$ cat src/rtl/cond_sum_pipe.sv
// Pipelined conditional-sum adder/subtractor: one register stage per merge level,
// a global advance enable for backpressure, and registered result outputs.
module cond_sum_pipe #(
  parameter int WIDTH = 8,
  parameter int TAG_W = 4
) (
  input  logic             clk,
  input  logic             rst,
  input  logic             in_valid,
  output logic             in_ready,
  input  logic [WIDTH-1:0] x,
  input  logic [WIDTH-1:0] y,
  input  logic             cin,
  input  logic             sub,
  input  logic [TAG_W-1:0] tag_in,
  output logic             out_valid,
  input  logic             out_ready,
  output logic [WIDTH-1:0] sum,
  output logic             cout,
  output logic             ovf,
  output logic [TAG_W-1:0] tag_out
);

  localparam int LEVELS = $clog2(WIDTH);
  localparam int MSB    = WIDTH - 1;
  localparam int CTOT   = 2 * WIDTH - 1;

  // Carries of every level live in one flat vector; level k starts at coff(k).
  function automatic int coff(input int k);
    return 2 * WIDTH - 2 * (WIDTH >> k);
  endfunction

  logic                          adv_s;
  logic [LEVELS:0][WIDTH-1:0]    s0_d, s1_d, s0_q, s1_q;
  logic [CTOT-1:0]               c0_d, c1_d, c0_q, c1_q;
  logic [LEVELS:0]               cin_q, xm_q, ym_q, vld_q;
  logic [LEVELS:0][TAG_W-1:0]    tag_q;
  logic [WIDTH-1:0]              y_eff_s;

  logic                          out_valid_q, cout_q, ovf_q;
  logic [WIDTH-1:0]              sum_q;
  logic [TAG_W-1:0]              tag_out_q;
  logic [WIDTH-1:0]              sum_d;
  logic                          cout_d, ovf_d;

  assign adv_s    = ~out_valid_q | out_ready;
  assign in_ready = adv_s;

  assign y_eff_s  = sub ? ~y : y;

  // Per-bit cell pair: result assuming carry-in 0 and assuming carry-in 1.
  assign s0_d[0]          = x ^ y_eff_s;
  assign c0_d[WIDTH-1:0]  = x & y_eff_s;
  assign s1_d[0]          = ~(x ^ y_eff_s);
  assign c1_d[WIDTH-1:0]  = x | y_eff_s;

  for (genvar k = 1; k <= LEVELS; k++) begin : g_lvl
    localparam int GS = 1 << k;
    localparam int H  = GS / 2;
    localparam int NG = WIDTH >> k;
    localparam int PO = coff(k - 1);
    localparam int CO = coff(k);
    for (genvar j = 0; j < NG; j++) begin : g_grp
      localparam int LO = j * GS;
      localparam int UP = j * GS + H;
      assign s0_d[k][LO +: H] = s0_q[k-1][LO +: H];
      assign s1_d[k][LO +: H] = s1_q[k-1][LO +: H];
      // The lower group's carry-out picks which upper candidate survives.
      assign s0_d[k][UP +: H] = c0_q[PO+2*j] ? s1_q[k-1][UP +: H] : s0_q[k-1][UP +: H];
      assign c0_d[CO+j]       = c0_q[PO+2*j] ? c1_q[PO+2*j+1]     : c0_q[PO+2*j+1];
      assign s1_d[k][UP +: H] = c1_q[PO+2*j] ? s1_q[k-1][UP +: H] : s0_q[k-1][UP +: H];
      assign c1_d[CO+j]       = c1_q[PO+2*j] ? c1_q[PO+2*j+1]     : c0_q[PO+2*j+1];
    end
  end

  assign sum_d  = cin_q[LEVELS] ? s1_q[LEVELS] : s0_q[LEVELS];
  assign cout_d = cin_q[LEVELS] ? c1_q[CTOT-1] : c0_q[CTOT-1];
  assign ovf_d  = (xm_q[LEVELS] == ym_q[LEVELS]) & (sum_d[MSB] != xm_q[LEVELS]);

  // Every stage, sideband and the output register move together on adv.
  always_ff @(posedge clk or posedge rst) begin
    if (rst) begin
      s0_q        <= '0;
      s1_q        <= '0;
      c0_q        <= '0;
      c1_q        <= '0;
      cin_q       <= '0;
      xm_q        <= '0;
      ym_q        <= '0;
      vld_q       <= '0;
      tag_q       <= '0;
      out_valid_q <= 1'b0;
      sum_q       <= '0;
      cout_q      <= 1'b0;
      ovf_q       <= 1'b0;
      tag_out_q   <= '0;
    end else if (adv_s) begin
      s0_q        <= s0_d;
      s1_q        <= s1_d;
      c0_q        <= c0_d;
      c1_q        <= c1_d;
      cin_q       <= {cin_q[LEVELS-1:0], cin};
      xm_q        <= {xm_q[LEVELS-1:0], x[MSB]};
      ym_q        <= {ym_q[LEVELS-1:0], y_eff_s[MSB]};
      vld_q       <= {vld_q[LEVELS-1:0], in_valid};
      tag_q       <= {tag_q[LEVELS-1:0], tag_in};
      out_valid_q <= vld_q[LEVELS];
      sum_q       <= sum_d;
      cout_q      <= cout_d;
      ovf_q       <= ovf_d;
      tag_out_q   <= tag_q[LEVELS];
    end
  end

  assign out_valid = out_valid_q;
  assign sum       = sum_q;
  assign cout      = cout_q;
  assign ovf       = ovf_q;
  assign tag_out   = tag_out_q;

endmodule
$ cat config.mk
export PLATFORM = sky130hd
export DESIGN_NAME = cond_sum_pipe
export DESIGN_NICKNAME = d
export VERILOG_FILES = /design/src/rtl/cond_sum_pipe.sv
export SDC_FILE = /design/constraint.sdc
export NUM_CORES = 1
export LEC_CHECK = 0
export BUFFER_PORTS_ARGS = -buffer_cell sky130_fd_sc_hd__buf_4
export CAP_MARGIN = 15
export CORE_MARGIN = 3
export CORE_UTILIZATION = 55
export CTS_CLUSTER_DIAMETER = 200
export CTS_CLUSTER_SIZE = 20
export DETAILED_ROUTE_END_ITERATION = 8
export PLACE_DENSITY = 0.74
export SLEW_MARGIN = 20
export SYNTH_ARGS = -nofsm -noshare
export SYNTH_HDL_FRONTEND = slang
export SYNTH_SLANG_ARGS = --single-unit
$ cat constraint.sdc
create_clock -name clk -period 5.9 [get_ports clk]
set_clock_uncertainty 0.15 [all_clocks]
set_input_delay 0.59 -clock clk [delete_from_list [all_inputs] [get_ports clk]]
set_output_delay 0.59 -clock clk [all_outputs]
set_load 0.01 [all_outputs]
# --- Word level (Yosys, flattened, before mapping) ---
# Cells that the tools add are included.
classes:
  eq_ne: 2
  muxes: 31
  bitwise: 8
ops:
  columns: ["op", "n"]
  rows:
  - ["1-bit two-way mux", 23]
  - ["8-bit two-way mux", 2]
  - ["8-bit NOT", 2]
  - ["8-bit bitwise AND", 1]
  - ["2-bit two-way mux", 4]
  - ["4-bit two-way mux", 2]
  - ["8-bit OR", 1]
  - ["8-bit XOR", 1]
  - ["1-bit bitwise AND", 1]
  - ["1-bit equality test", 1]
  - ["1-bit != test", 1]
  - ["1-bit NOT", 1]
  - ["1-bit OR", 1]
word_totals:
  reg_bits: 141
  out_inout_bits: 16
  word_cells: 64

# --- Longest topological paths before layout ---
# Gate-level depths: netlist of the first run.
logic_depth:
  ltp_word: 4
  ltp_mapped: 7
  depth_no_buf: 5

# --- Worst setup path after synthesis of the first run ---
# OpenSTA, ideal clock, no wires.
synth_path:
  path_kind: "input port to output port"
  startpoint: "input port out_ready"
  endpoint: "output port in_ready"
  arrival_ns: 1.193
  slack_ns: 3.967
  stages: 5
  path_cell_list: "nor2b_1 buf_2 inv_2 buf_4 buf_2"
synth_via:
  elab_chain_cells: 1
synth_rtl:
  columns: ["item", "line", "text"]
  rows:
  - ["start, declared", "17", "input logic out_ready,"]
  - ["1-bit OR", "46", "assign adv_s = ~out_valid_q | out_ready;"]
  - ["end, declared", "10", "output logic in_ready,"]
# Every way passes these cells.

# --- Worst setup path after layout of the first run ---
layout_path:
  startpoint: "register out_valid_q (netlist: out_valid)"
  endpoint: "output port in_ready"
layout_via:
  elab_chain_cells: 2
layout_rtl:
  columns: ["item", "line", "text"]
  rows:
  - ["start, declared", "40", "logic out_valid_q, cout_q, ovf_q;"]
  - ["start signal, assigned", "107", "out_valid_q <= vld_q[LEVELS];"]
  - ["1-bit NOT", "46", null]
  - ["1-bit OR", "46", null]
# Every way passes these cells.

==> implementation parameters, run 1 <==
Parameter                              Value

Setup path
  Slack of the worst reg-to-reg path ... slightly below 3 ns
  Crit-path max FO ... 77
  Endpoint of the worst setup timing path ... in_ready
  Arrival time of the worst setup path ... 2.68 ns
  Startpoint of the most critical register-to-register path ... out_valid$_DFFE_PP0P_
  Capture point of the worst reg-to-reg path ... s1_d[12]$_DFFE_PP0P_
  Category of the worst setup path launch point ... flip-flop
  Crit path kind ... reg2out
  Crit path from ... out_valid$_DFFE_PP0P_
  Cell depth of the worst flop-to-flop path ... 6
  Required time reported for the critical path endpoint ... 5.16 ns
  Critical Path Sink Type ... primary output

Synth
  Post-synth ARST share ... 1.000
  Share of synthesized area spent on multiplexers ... 0.07801
  Synthesized area per cell ... between 9 and 10 um2
  Mapped Nets ... ~680
  Main combinational cell family by area after synthesis ... simple AND/OR/NAND/NOR gates
  Post-synthesis adder-cell area fraction ... 0.04772
  Synth Warn # ... 0
  Simple-gate share of the synthesized area ... 0.1832
  Leading area contributor after synthesis ... dfrtp_1
  Main area contributors after synthesis ... dfrtp_1, nand2_1, mux2i_1
  Register area share after synthesis ... 0.5851
  Number of enable flip-flop cells after synthesis ... 0
  Area share of xor/xnor cells in the synthesized design ... 0.01162
  Cell area after synthesis ... slightly above 6000 um2
  Leading register cell type out of synthesis ... dfrtp_1
  Top post-synthesis cells by count ... nand2_1, dfrtp_1, mux2i_1, o21ai_0, ha_1
  Post-synthesis instance total ... 630
  Fraction of the mapped netlist area in compound gates ... 0.05498
  Count of state elements after synthesis ... 141
  Count of unique library cells instantiated by Yosys ... 21
  Post-synth top area share ... 0.5851
  Most repeated cell in the gate-level netlist after synthesis ... nand2_1

Worst hold path
  Hold Crit Class ... in2async

Finish
  Share of final-layout standard cells stronger than drive strength 1 ... 0.1161
  Combined area of the multi-input logic cells ... 2272 um2
  Total inserted antenna cells ... 0
  Layout overhead on the synthesized area ... 15.95%
  Sequential cell area ... roughly 3500 um2
  Fill cell instance count of the final layout ... between 700 and 800
  Number of nets in the finished design ... 708

Outcome
  Status ... complete, no violations

Global route
  Pin count of the biggest net entering global routing ... 94
  Total gr overflow ... 0
  Global-route usage over all layers ... 0.1890
  Initial antenna violation count ... 0
  First-pass GRT wire length ... ~19 mm
  Vias in the first global route ... 3988

Detailed routing
  Total detailed-routing wirelength ... 10.74 mm
  Count of routing violations after the opening detailed-route iteration ... 256
  Via/cell ratio ... roughly 5
  Vias ... 4055
  Residual DRC ... 0
  Final routed wire length divided by cell count ... 13.29 um
  Count of antenna-violating nets left after detailed routing ... 0
  DR pass1 iterations ... 5

STA
  Worst-margin pin slew ... 0.8725 ns
  Fin Setup TNS ... 0 ns
  Final cycle utilization of the critical path ... 0.5799
  Worst Hold Margin ... 0.008557 ns
  RSZ-0062 raised after global routing ... false
  Min Clock Period, post-route ... 3.422 ns
  Worst relative slew slack ... 0.4183
  F_max ... 0.2923 GHz
  Final hold violation count ... 0
  Final setup violation count ... 0
  Number of max-slew violations in the final report ... 0

Floorplanning
  Die outline width ... roughly 110 um
  Count of boundary I/O pins ... 42
  Initial standard-cell utilization of the core ... 0.5739
  Placeable core region ... between 10000 and 15000 um2
  Die Ht ... 110.7 um
  Row cnt ... 37
  Die Outline Area ... around 12000 um2

Flow run
  MaxCap Viol Count ... 0

Placed design
  Post-detail-place hpwl ... 6.493 mm
  Routability congestion estimate ... 0.7356
  Quantity of I/O buffers inserted on ports ... 41

Power
  Power Dens Cells ... around 530 nW/um2
  Largest vdd supply drop ... 0.2423 mV
  Standby leakage power ... 3.581 nW

CTS
  # hold bufs at CTS ... 0
  Clock Tree Buf Depth ... 2
  Number of cells upsized or downsized after cts ... 0
  Clk pin slew, worst setup/hold paths ... 0.06 ns
  CTS HTree Levels ... 4
  Post-CTS Repair Setup Buffers ... 0
  Number of sinks on the clock net ... ~140
  Clock network latency to the later pin of the worst-skew pair ... 0.52 ns
  Clock tree from TritonCTS ... yes
  Number of buffers created by CTS ... 17
  Clock tree root buffer cell ... clkbuf_8
[kinds of logic (layout without fill, tap and decap cells)]
| family | after synthesis | after routing |
|---|---|---|
| flip-flops | 141 | 141 |
| AO/OA/AOI/OAI | 66 | 66 |
| adder cells (fa/ha/maj) | 23 | 23 |
| buffers and inverters | 53 | 95 |
| AND/OR/NAND/NOR | 292 | 292 |
| XOR/XNOR | 8 | 8 |
| multiplexers | 47 | 47 |
[registers in the layout, summed over array words and instances (netlist names)]
signal / flops
s0_q: 20
s1_q: 20
tag_q: 16
c0_q: 15
c1_q: 15
s0_d: 12
s1_d: 12
sum: 8
cin_q: 4
tag_out: 4
vld_q: 4
xm_q: 4
ym_q: 4
cout: 1
out_valid: 1
ovf: 1
[how the worst min path moves through the flow]
stage,startpoint,to,slack (ns),cells past startpoint
after global routing,rst,cout$_DFFE_PP0P_,0.05,2
final,rst,cout$_DFFE_PP0P_,0.009,2
after CTS,rst,s0_q[30]$_DFFE_PP0P_,0.03,2
after global placement,vld_q[3]$_DFFE_PP0P_,vld_q[3]$_DFFE_PP0P_,0.29,2
after floorplan,vld_q[3]$_DFFE_PP0P_,vld_q[3]$_DFFE_PP0P_,0.28,2
after detailed placement,vld_q[3]$_DFFE_PP0P_,vld_q[3]$_DFFE_PP0P_,0.30,2
[through the flow]
step / util / total power [W] / std cells / instance area, um2 / worst slack [ns]
5_1_grt: 0.6654 / 0.003941 / 808 / 6993 / 2.225
2_1_floorplan: - / 0.002319 / 630 / 6031 / 1.379
3_5_place_dp: 0.6073 / 0.002590 / 776 / 6382 / 2.701
4_1_cts: 0.6654 / 0.003711 / 808 / 6993 / 2.479
6_report: 0.6654 / 0.003679 / 808 / 6993 / 2.478
3_3_place_gp: 0.6073 / 0.002532 / 776 / 6382 / 2.734
[cell usage in the layout (no fill, tap or decap), drive strengths merged, types with 2 or more instances in the layout]
cell type	netlist	final
nand2	269	269
dfrtp	141	141
mux2i	47	47
o21ai	47	47
buf	26	45
ha	23	23
inv	18	20
nor2	19	19
clkbuf	9	19
a21oi	18	18
xor2	7	7
clkinv	0	5
bufinv	0	4
clkinvlp	0	2
[layout make-up]
class,count,share of cell area
clock inverters,13,0.02702
well taps,136,0.02433
inverters,18,0.01056
multi-input cells,436,0.3249
repair buffers,45,0.04831
flip-flops and latches,141,0.5046
clock buffers,19,0.06030
[report_power, final]
group          total, W  internal, W  switching (W)
clock           0.00109     0.000690       0.000404
sequential      0.00170      0.00139       0.000310
combinational  0.000887     0.000389       0.000498
total           0.00368      0.00247        0.00121
[metal layers]
metal | wire (um) | up-vias | GRT usage
li1 | - | 2056 | -
met4 | 103 | 0 | 0.05419
met1 | 5089 | 1919 | 0.2585
met5 | 0 | - | 0
met2 | 5111 | 71 | 0.3010
met3 | 435 | 9 | 0.04967
[critical path, cell delays in order, from the launching register on]
cell and delay, ns:
dfrtp_1 0.36, nor2b_4 0.14, buf_4 0.56, clkinv_2 0.72
buf_4 0.37
No activity file was read; power rests on OpenSTA's default activity.
==> inputs of run 2 (changes only) <==
--- a/config.mk
+++ b/config.mk
@@ -5,6 +5,7 @@
 export SDC_FILE = /design/constraint.sdc
 export NUM_CORES = 1
 export LEC_CHECK = 0
+export ABC_AREA = 1
 export BUFFER_PORTS_ARGS = -buffer_cell sky130_fd_sc_hd__buf_4
 export CAP_MARGIN = 15
 export CORE_MARGIN = 3
==> constraint.sdc (replaced) <==
create_clock -name clk -period 3.55 [get_ports clk]
set_clock_uncertainty 0.15 [all_clocks]
set_input_delay 0.355 -clock clk [delete_from_list [all_inputs] [get_ports clk]]
set_output_delay 0.355 -clock clk [all_outputs]
set_load 0.01 [all_outputs]
==> run 2 against run 1 <==
  * Synthesized cell count rose by 13%
  * Critical path depth did not move
  * Clock power rose by 68%
  * Utilization rose by 1.4 points
  * Setup slack got worse by 1.9 ns
  * Power rose by 66%
  * Global-route usage rose by 0.52 points
  * Count of clock-buffer cells in the layout rose by 2
  * Largest cell class unchanged
==> implementation parameters, run 2 <==
Parameter                              Value

Finish
  Share of final-layout standard cells stronger than drive strength 1 ... 0.1050 (was 0.1161)
  Top library cells by usage in the layout, fill and taps aside ... nand2_1, dfrtp_1, o21ai_0 (was nand2_1, dfrtp_1, mux2i_1, o21ai_0, buf_4)
  Number of nets in the finished design ... 798 (was 708)
  Leading cell type in the layout, fill and taps excluded ... nand2_1 (unchanged)
  Sequential cell area ... 3528 um2 (unchanged)
  Fill cell instance count of the final layout ... 822 (was 795)
  Combined area of the multi-input logic cells ... 2173 um2 (was 2272 um2)
  Layout overhead on the synthesized area ... 17.04% (was 15.95%)
  Post-Route Utilization ... 0.6792 (was 0.6654)
  Total inserted antenna cells ... 0 (unchanged)
  Final Cell Area ... 7201 um2 (was 6993 um2)
  Registers with the most flip-flops ... s0_q x20, s1_q x20, tag_q x16 (unchanged)

CTS
  CTS HTree Levels ... 4 (unchanged)
  Number of cells upsized or downsized after cts ... 0 (unchanged)
  Post-CTS Repair Setup Buffers ... 0 (unchanged)
  Clock tree root buffer cell ... clkbuf_8 (unchanged)
  # hold bufs at CTS ... 9 (was 0)
  Clk pin slew, worst setup/hold paths ... 0.06 ns (about the same)
  Clock tree from TritonCTS ... yes (unchanged)
  Clock network latency to the later pin of the worst-skew pair ... 0.52 ns (about the same)
  Clock Tree Buf Depth ... 2 (unchanged)
  Number of sinks on the clock net ... 141 (unchanged)
  Number of buffers created by CTS ... 17 (unchanged)

Setup path
  Crit path kind ... reg2out (unchanged)
  Delay of the slowest cell on the worst path ... 0.70 ns (was 0.72 ns)
  Cell breakdown of the critical path ... inv_1 > nor2_4 > clkinv_2 > buf_4 (was nor2b_4 > buf_4 > clkinv_2 > buf_4)
  Critical Path Slowest Stage Cell ... clkinv_2 (unchanged)
  Crit-path max FO ... 53 (was 77)
  Arrival time of the worst setup path ... 2.47 ns (was 2.68 ns)
  Critical Path Sink Type ... primary output (unchanged)
  Required time reported for the critical path endpoint ... 3.04 ns (was 5.16 ns)
  Category of the worst setup path launch point ... flip-flop (unchanged)

Detailed routing
  Residual DRC ... 0 (unchanged)
  Via/cell ratio ... 5.007 (was 5.019)
  DR pass1 iterations ... 5 (unchanged)
  Count of antenna-violating nets left after detailed routing ... 0 (unchanged)
  Total detailed-routing wirelength ... 11.05 mm (was 10.74 mm)
  Vias ... 4496 (was 4055)
  Final routed wire length divided by cell count ... 12.30 um (was 13.29 um)
  Count of routing violations after the opening detailed-route iteration ... 234 (was 256)

Global route
  Global-route usage over all layers ... 0.1942 (was 0.1890)
  Initial antenna violation count ... 0 (unchanged)
  First-pass GRT wire length ... 19.75 mm (was 18.92 mm)
  Vias in the first global route ... 4472 (was 3988)
  Pin count of the biggest net entering global routing ... 114 (was 94)
  Total gr overflow ... 0 (unchanged)

STA
  Worst-margin pin slew ... 0.9927 ns (was 0.8725 ns)
  Min Clock Period, post-route ... 2.974 ns
  Final cycle utilization of the critical path ... 0.8376
  Final setup violation count ... 0 (unchanged)
  Fin Setup TNS ... 0 ns (unchanged)
  F_max ... between 0.3 and 0.4 GHz
  Worst relative slew slack ... 0.3382 (was 0.4183)
  Final hold violation count ... 0 (unchanged)
  RSZ-0062 raised after global routing ... false (unchanged)
  Number of max-slew violations in the final report ... 0 (unchanged)

Floorplanning
  Die Ht ... 111.8 um (was 110.7 um)
  Initial standard-cell utilization of the core ... 0.5803 (was 0.5739)
  Placeable core region ... 10600 um2 (was 10510 um2)
  Die outline width ... 111.8 um (was 110.7 um)
  Count of boundary I/O pins ... 42 (unchanged)
  Die Outline Area ... 12490 um2 (was 12260 um2)
  Row cnt ... 37 (unchanged)

Flow run
  MaxCap Viol Count ... 0 (unchanged)

Synth
  Count of state elements after synthesis ... 141 (unchanged)
  Count of unique library cells instantiated by Yosys ... 16 (was 21)
  Synthesized area per cell ... 8.665 um2 (was 9.573 um2)
  Cell area after synthesis ... 6152 um2 (was 6031 um2)
  Top post-synthesis cells by count ... nand2_1, dfrtp_1, o21ai_0, inv_1, ha_1 (was nand2_1, dfrtp_1, mux2i_1, o21ai_0, ha_1)
  Leading register cell type out of synthesis ... dfrtp_1 (unchanged)
  Synth Warn # ... 0 (unchanged)
  Post-synthesis instance total ... 710 (was 630)
  Mapped Nets ... 759 (was 679)
  Most repeated cell in the gate-level netlist after synthesis ... nand2_1 (unchanged)
  Post-synth ARST share ... 1.000 (unchanged)
  Leading area contributor after synthesis ... dfrtp_1 (unchanged)
  Post-synth top area share ... 0.5735 (was 0.5851)
  Number of enable flip-flop cells after synthesis ... 0 (unchanged)
  Main area contributors after synthesis ... dfrtp_1, nand2_1, o21ai_0 (was dfrtp_1, nand2_1, mux2i_1)
  Register area share after synthesis ... 0.5735 (was 0.5851)

Power
  Power Dens Cells ... 850.5 nW/um2 (was 526.1 nW/um2)
  Total power after layout ... 0.006124 W (was 0.003679 W)
  Standby leakage power ... 3.703 nW (was 3.581 nW)
  Largest vdd supply drop ... 0.3743 mV (was 0.2423 mV)

Placed design
  Quantity of I/O buffers inserted on ports ... 41 (unchanged)
  Routability congestion estimate ... 0.7729 (was 0.7356)
  Post-detail-place hpwl ... 6.445 mm (was 6.493 mm)
  Cell Area, Placed ... 6487 um2 (was 6382 um2)

Worst hold path
  Hold Crit Class ... in2reg (was in2async)

Outcome
  Status ... complete, no violations (unchanged)
-- run 2: changes by cell type after synthesis, moves of 8 or more --
cell     change
mux2i_1     -47
nand2_1     +37
nor2_1      -19
a21oi_1     -18
o21ai_0     +71
o21ai_1     +11
buf_4        +8
inv_1       +47
buf_2        -8
-- run 2: layout make-up --
cell class,count,area share
clock buffer,21,0.06377
clock inverter,11,0.02276
inverter,66,0.03510
multi-input combinational,469,0.3018
sequential,141,0.4900
tap,136,0.02363
timing repair buffer,54,0.06290
-- run 2: logic make-up after synthesis --
| group | synth area share |
|---|---|
| AOI/OAI and AO/OA | 0.1049 |
| xor gates and xnor gates | 0.01139 |
| adders and majority gates | 0.04678 |
| buffers and inverters | 0.07322 |
| DFF | 0.5735 |
| and+or+nand+nor | 0.1902 |
-- run 2: final timing paths --
kind	from	endpoint	slack (ns)	cells after the start
max in group asynchronous	rst	tag_q[15]$_DFFE_PP0P_	1.88	4
worst min register to register	vld_q[3]$_DFFE_PP0P_	out_valid$_DFFE_PP0P_	0.31	2
worst max register to register	out_valid$_DFFE_PP0P_	c0_q[11]$_DFFE_PP0P_	0.96	6
worst min-delay path	x[4]	c0_q[4]$_DFFE_PP0P_	0.04	4
min in group asynchronous	rst	s0_d[16]$_DFFE_PP0P_	0.40	3
worst max-delay path	out_valid$_DFFE_PP0P_	in_ready	0.58	4
-- run 2: power breakdown --
group	switching [W]	internal (W)	total, W
registers	0.000391	0.00229	0.00268
clock network	0.000641	0.00119	0.00183
logic	0.00101	0.000594	0.00161
total	0.00205	0.00408	0.00612
-- run 2: metal layers --
layer / share of wire / up-vias / GRT usage / wire, um
li1: - / 2287 / - / -
met3: 0.030 / 19 / 0.05163 / 333
met5: 0 / - / 0 / 0
met2: 0.48 / 66 / 0.3189 / 5333
met4: 0.016 / 0 / 0.07705 / 172
met1: 0.47 / 2124 / 0.2466 / 5206
-- run 2: worst max-delay path, delay by kind of cell, from the launching register on --
family	cells	cell delay, ns
flops	1	0.34
simple gates	1	0.45
buf+inv	3	1.15
-- run 2: metrics by stage --
step	hold WS, ns	cells	setup slack, ns
floorplan	0.2718	710	1.282
global placement	0.2923	857	0.9665
detailed placement	0.2959	857	0.9146
CTS	0.01796	898	0.5255
global route	0.04240	898	0.3293
finish	0.03645	898	0.5765
==> inputs of run 3 (changes only) <==
==> constraint.sdc (replaced) <==
create_clock -name clk -period 2.9 [get_ports clk]
set_clock_uncertainty 0.15 [all_clocks]
set_input_delay 0.29 -clock clk [delete_from_list [all_inputs] [get_ports clk]]
set_output_delay 0.29 -clock clk [all_outputs]
set_load 0.01 [all_outputs]
==> run 3 against run 2 <==
  * Clock power rose by 17%
  * Final cell count up 1.0%
  * Flip-flop and latch count unchanged
  * Global-route usage is 0.069 points lower
  * Largest cell class unchanged
==> implementation parameters, run 3 (synthesis gave the netlist of run 2 again) <==
Parameter                              Value

Setup path
  Startpoint of the most critical register-to-register path ... out_valid$_DFFE_PP0P_ (unchanged)
  Crit-path max FO ... 45 (was 53)
  Arrival time of the worst setup path ... 1.84 ns (was 2.47 ns)
  Critical Path Sink Type ... primary output (unchanged)
  Required time reported for the critical path endpoint ... 2.46 ns (was 3.04 ns)
  Critical Path Slowest Stage Cell ... clkinv_2 (unchanged)
  Delay of the slowest cell on the worst path ... 0.45 ns (was 0.70 ns)
  Endpoint of the worst setup timing path ... in_ready (unchanged)
  Slack of the worst reg-to-reg path ... 1.09 ns (was 0.96 ns)
  Capture point of the worst reg-to-reg path ... s0_q[29]$_DFFE_PP0P_ (was c0_q[11]$_DFFE_PP0P_)
  Crit path kind ... reg2out (unchanged)
  Cell breakdown of the critical path ... inv_1 > nor2_4 > clkinv_2 > buf_4 (unchanged)
  Cell depth of the worst flop-to-flop path ... 6 (unchanged)
  Category of the worst setup path launch point ... flip-flop (unchanged)
  Crit path from ... out_valid$_DFFE_PP0P_ (unchanged)

CTS
  Clock tree from TritonCTS ... yes (unchanged)
  Clock Tree Buf Depth ... 2 (unchanged)
  CTS HTree Levels ... 4 (unchanged)
  Clock tree root buffer cell ... clkbuf_8 (unchanged)
  Clk pin slew, worst setup/hold paths ... 0.06 ns (about the same)
  Number of cells upsized or downsized after cts ... 0 (unchanged)
  Clock network latency to the later pin of the worst-skew pair ... 0.52 ns (about the same)
  Number of buffers created by CTS ... 17 (unchanged)
  Number of sinks on the clock net ... 141 (unchanged)

Detailed routing
  Total detailed-routing wirelength ... 10.89 mm (was 11.05 mm)
  Via/cell ratio ... 4.965 (was 5.007)
  Final routed wire length divided by cell count ... 12.01 um (was 12.30 um)
  DR pass1 iterations ... 4 (was 5)
  Count of antenna-violating nets left after detailed routing ... 0 (unchanged)
  Vias ... 4503 (was 4496)
  Count of routing violations after the opening detailed-route iteration ... 214 (was 234)
  Residual DRC ... 0 (unchanged)

STA
  Worst relative slew slack ... 0.3769 (was 0.3382)
  Fin Setup TNS ... 0 ns (unchanged)
  Final cycle utilization of the critical path ... 0.7852
  F_max ... between 0.4 and 0.5 GHz
  Final hold violation count ... 0 (unchanged)
  Worst Hold Margin ... 0.1056 ns (was 0.03645 ns)
  Worst-margin pin slew ... 0.9327 ns (was 0.9927 ns)
  Fin worst setup slack ... 0.6228 ns (was 0.5765 ns)
  RSZ-0062 raised after global routing ... false (unchanged)
  Number of max-slew violations in the final report ... 0 (unchanged)
  Min Clock Period, post-route ... 2.277 ns
  Final setup violation count ... 0 (unchanged)

Finish
  Registers with the most flip-flops ... s0_q x20, s1_q x20, tag_q x16 (unchanged)
  Final Cell Area ... 7310 um2 (was 7201 um2)
  Share of final-layout standard cells stronger than drive strength 1 ... 0.1077 (was 0.1050)
  Leading cell type in the layout, fill and taps excluded ... nand2_1 (unchanged)
  Post-Route Utilization ... 0.6895 (was 0.6792)
  Layout overhead on the synthesized area ... 18.81% (was 17.04%)
  Top library cells by usage in the layout, fill and taps aside ... nand2_1, dfrtp_1, o21ai_0 (unchanged)
  Total inserted antenna cells ... 0 (unchanged)
  Number of nets in the finished design ... 807 (was 798)

Global route
  First-pass GRT wire length ... 19.80 mm (was 19.75 mm)
  Initial antenna violation count ... 0 (unchanged)
  Global-route usage over all layers ... 0.1935 (was 0.1942)
  Pin count of the biggest net entering global routing ... 140 (was 114)
  Vias in the first global route ... 4473 (was 4472)
  Total gr overflow ... 0 (unchanged)

Floorplanning
  Count of boundary I/O pins ... 42 (unchanged)
  Die outline width ... 111.8 um (unchanged)
  Row cnt ... 37 (unchanged)
  Placeable core region ... 10600 um2 (unchanged)
  Initial standard-cell utilization of the core ... 0.5803 (unchanged)
  Die Ht ... 111.8 um (unchanged)
  Die Outline Area ... 12490 um2 (unchanged)

Placed design
  Quantity of I/O buffers inserted on ports ... 41 (unchanged)
  Routability congestion estimate ... 0.7471 (was 0.7729)
  Post-detail-place hpwl ... 6.656 mm (was 6.445 mm)
  Placement-stage worst setup slack ... 1.041 ns (was 0.9146 ns)
  Cell Area, Placed ... 6553 um2 (was 6487 um2)

Power
  Sw frac ... 0.3394 (was 0.3341)
  Standby leakage power ... 3.735 nW (was 3.703 nW)
  Internal power contribution ... 0.004895 W (was 0.004078 W)
  Clock group share of total power ... 0.289 (was 0.299)
  Sw power ... 0.002515 W (was 0.002046 W)
  Sequential Power Share ... 0.444 (was 0.438)
  Largest vdd supply drop ... 0.3977 mV (was 0.3743 mV)
  Logic gate share of total power ... 0.268 (was 0.263)
  Power Dens Cells ... 1014 nW/um2 (was 850.5 nW/um2)

Worst hold path
  Hold Crit Class ... in2reg (unchanged)

Outcome
  Status ... complete, no violations (unchanged)

Flow run
  MaxCap Viol Count ... 0 (unchanged)
[run 3: area by class of cell]
type | instances | area (um2)
inverters | 66 | 252.7
repair buffers | 63 | 588.1
well taps | 136 | 170.2
multi-input cells | 469 | 2173
flip-flops and latches | 141 | 3528
fillers | 829 | 3292
clock inverters | 14 | 168.9
clock buffers | 18 | 427.9
[run 3: power by group through the flow]
stage	clock, W	sequential [W]	combinational (W)
after floorplan	0	0.00322	0.00148
after global placement	0	0.00327	0.00189
after detailed placement	0	0.00331	0.00196
after CTS	0.00218	0.00329	0.00202
after global routing	0.00227	0.00340	0.00237
final	0.00214	0.00329	0.00198
[run 3: through the flow]
stage	total power, W	instances
floorplan	0.004703	710
global placement	0.005161	859
detailed placement	0.005269	859
CTS	0.007486	907
global route	0.008042	907
finish	0.007410	907
[run 3: how the worst min path moves through the flow]
stage | start | cells after the start | end | slack (ns)
final | sub | 4 | ym_q[0]$_DFFE_PP0P_ | 0.11
after global routing | sub | 4 | ym_q[0]$_DFFE_PP0P_ | 0.12
after CTS | sub | 4 | ym_q[0]$_DFFE_PP0P_ | 0.08
after detailed placement | vld_q[3]$_DFFE_PP0P_ | 2 | out_valid$_DFFE_PP0P_ | 0.30
after global placement | vld_q[3]$_DFFE_PP0P_ | 2 | out_valid$_DFFE_PP0P_ | 0.29
after floorplan | cin | 2 | cin_q[0]$_DFFE_PP0P_ | 0.25
[run 3: layer usage]
metal	GRT usage	share of wire	vias to the layer above
met5	0	0	-
met2	0.3241	0.49	76
met4	0.07948	0.018	0
li1	-	-	2294
met1	0.2475	0.46	2116
met3	0.03804	0.034	17
[run 3: timing repair]
item                      CTS  global route
hold buffers               16             0
hold endpoints to repair   53             0
setup buffers               0             0
[run 3: critical path, delay by kind of cell, from the launching register on]
| kind | cells | cell delay [ns] |
|---|---|---|
| buffers and inverters | 3 | 0.86 |
| flip-flops | 1 | 0.34 |
| AND/OR/NAND/NOR | 1 | 0.13 |
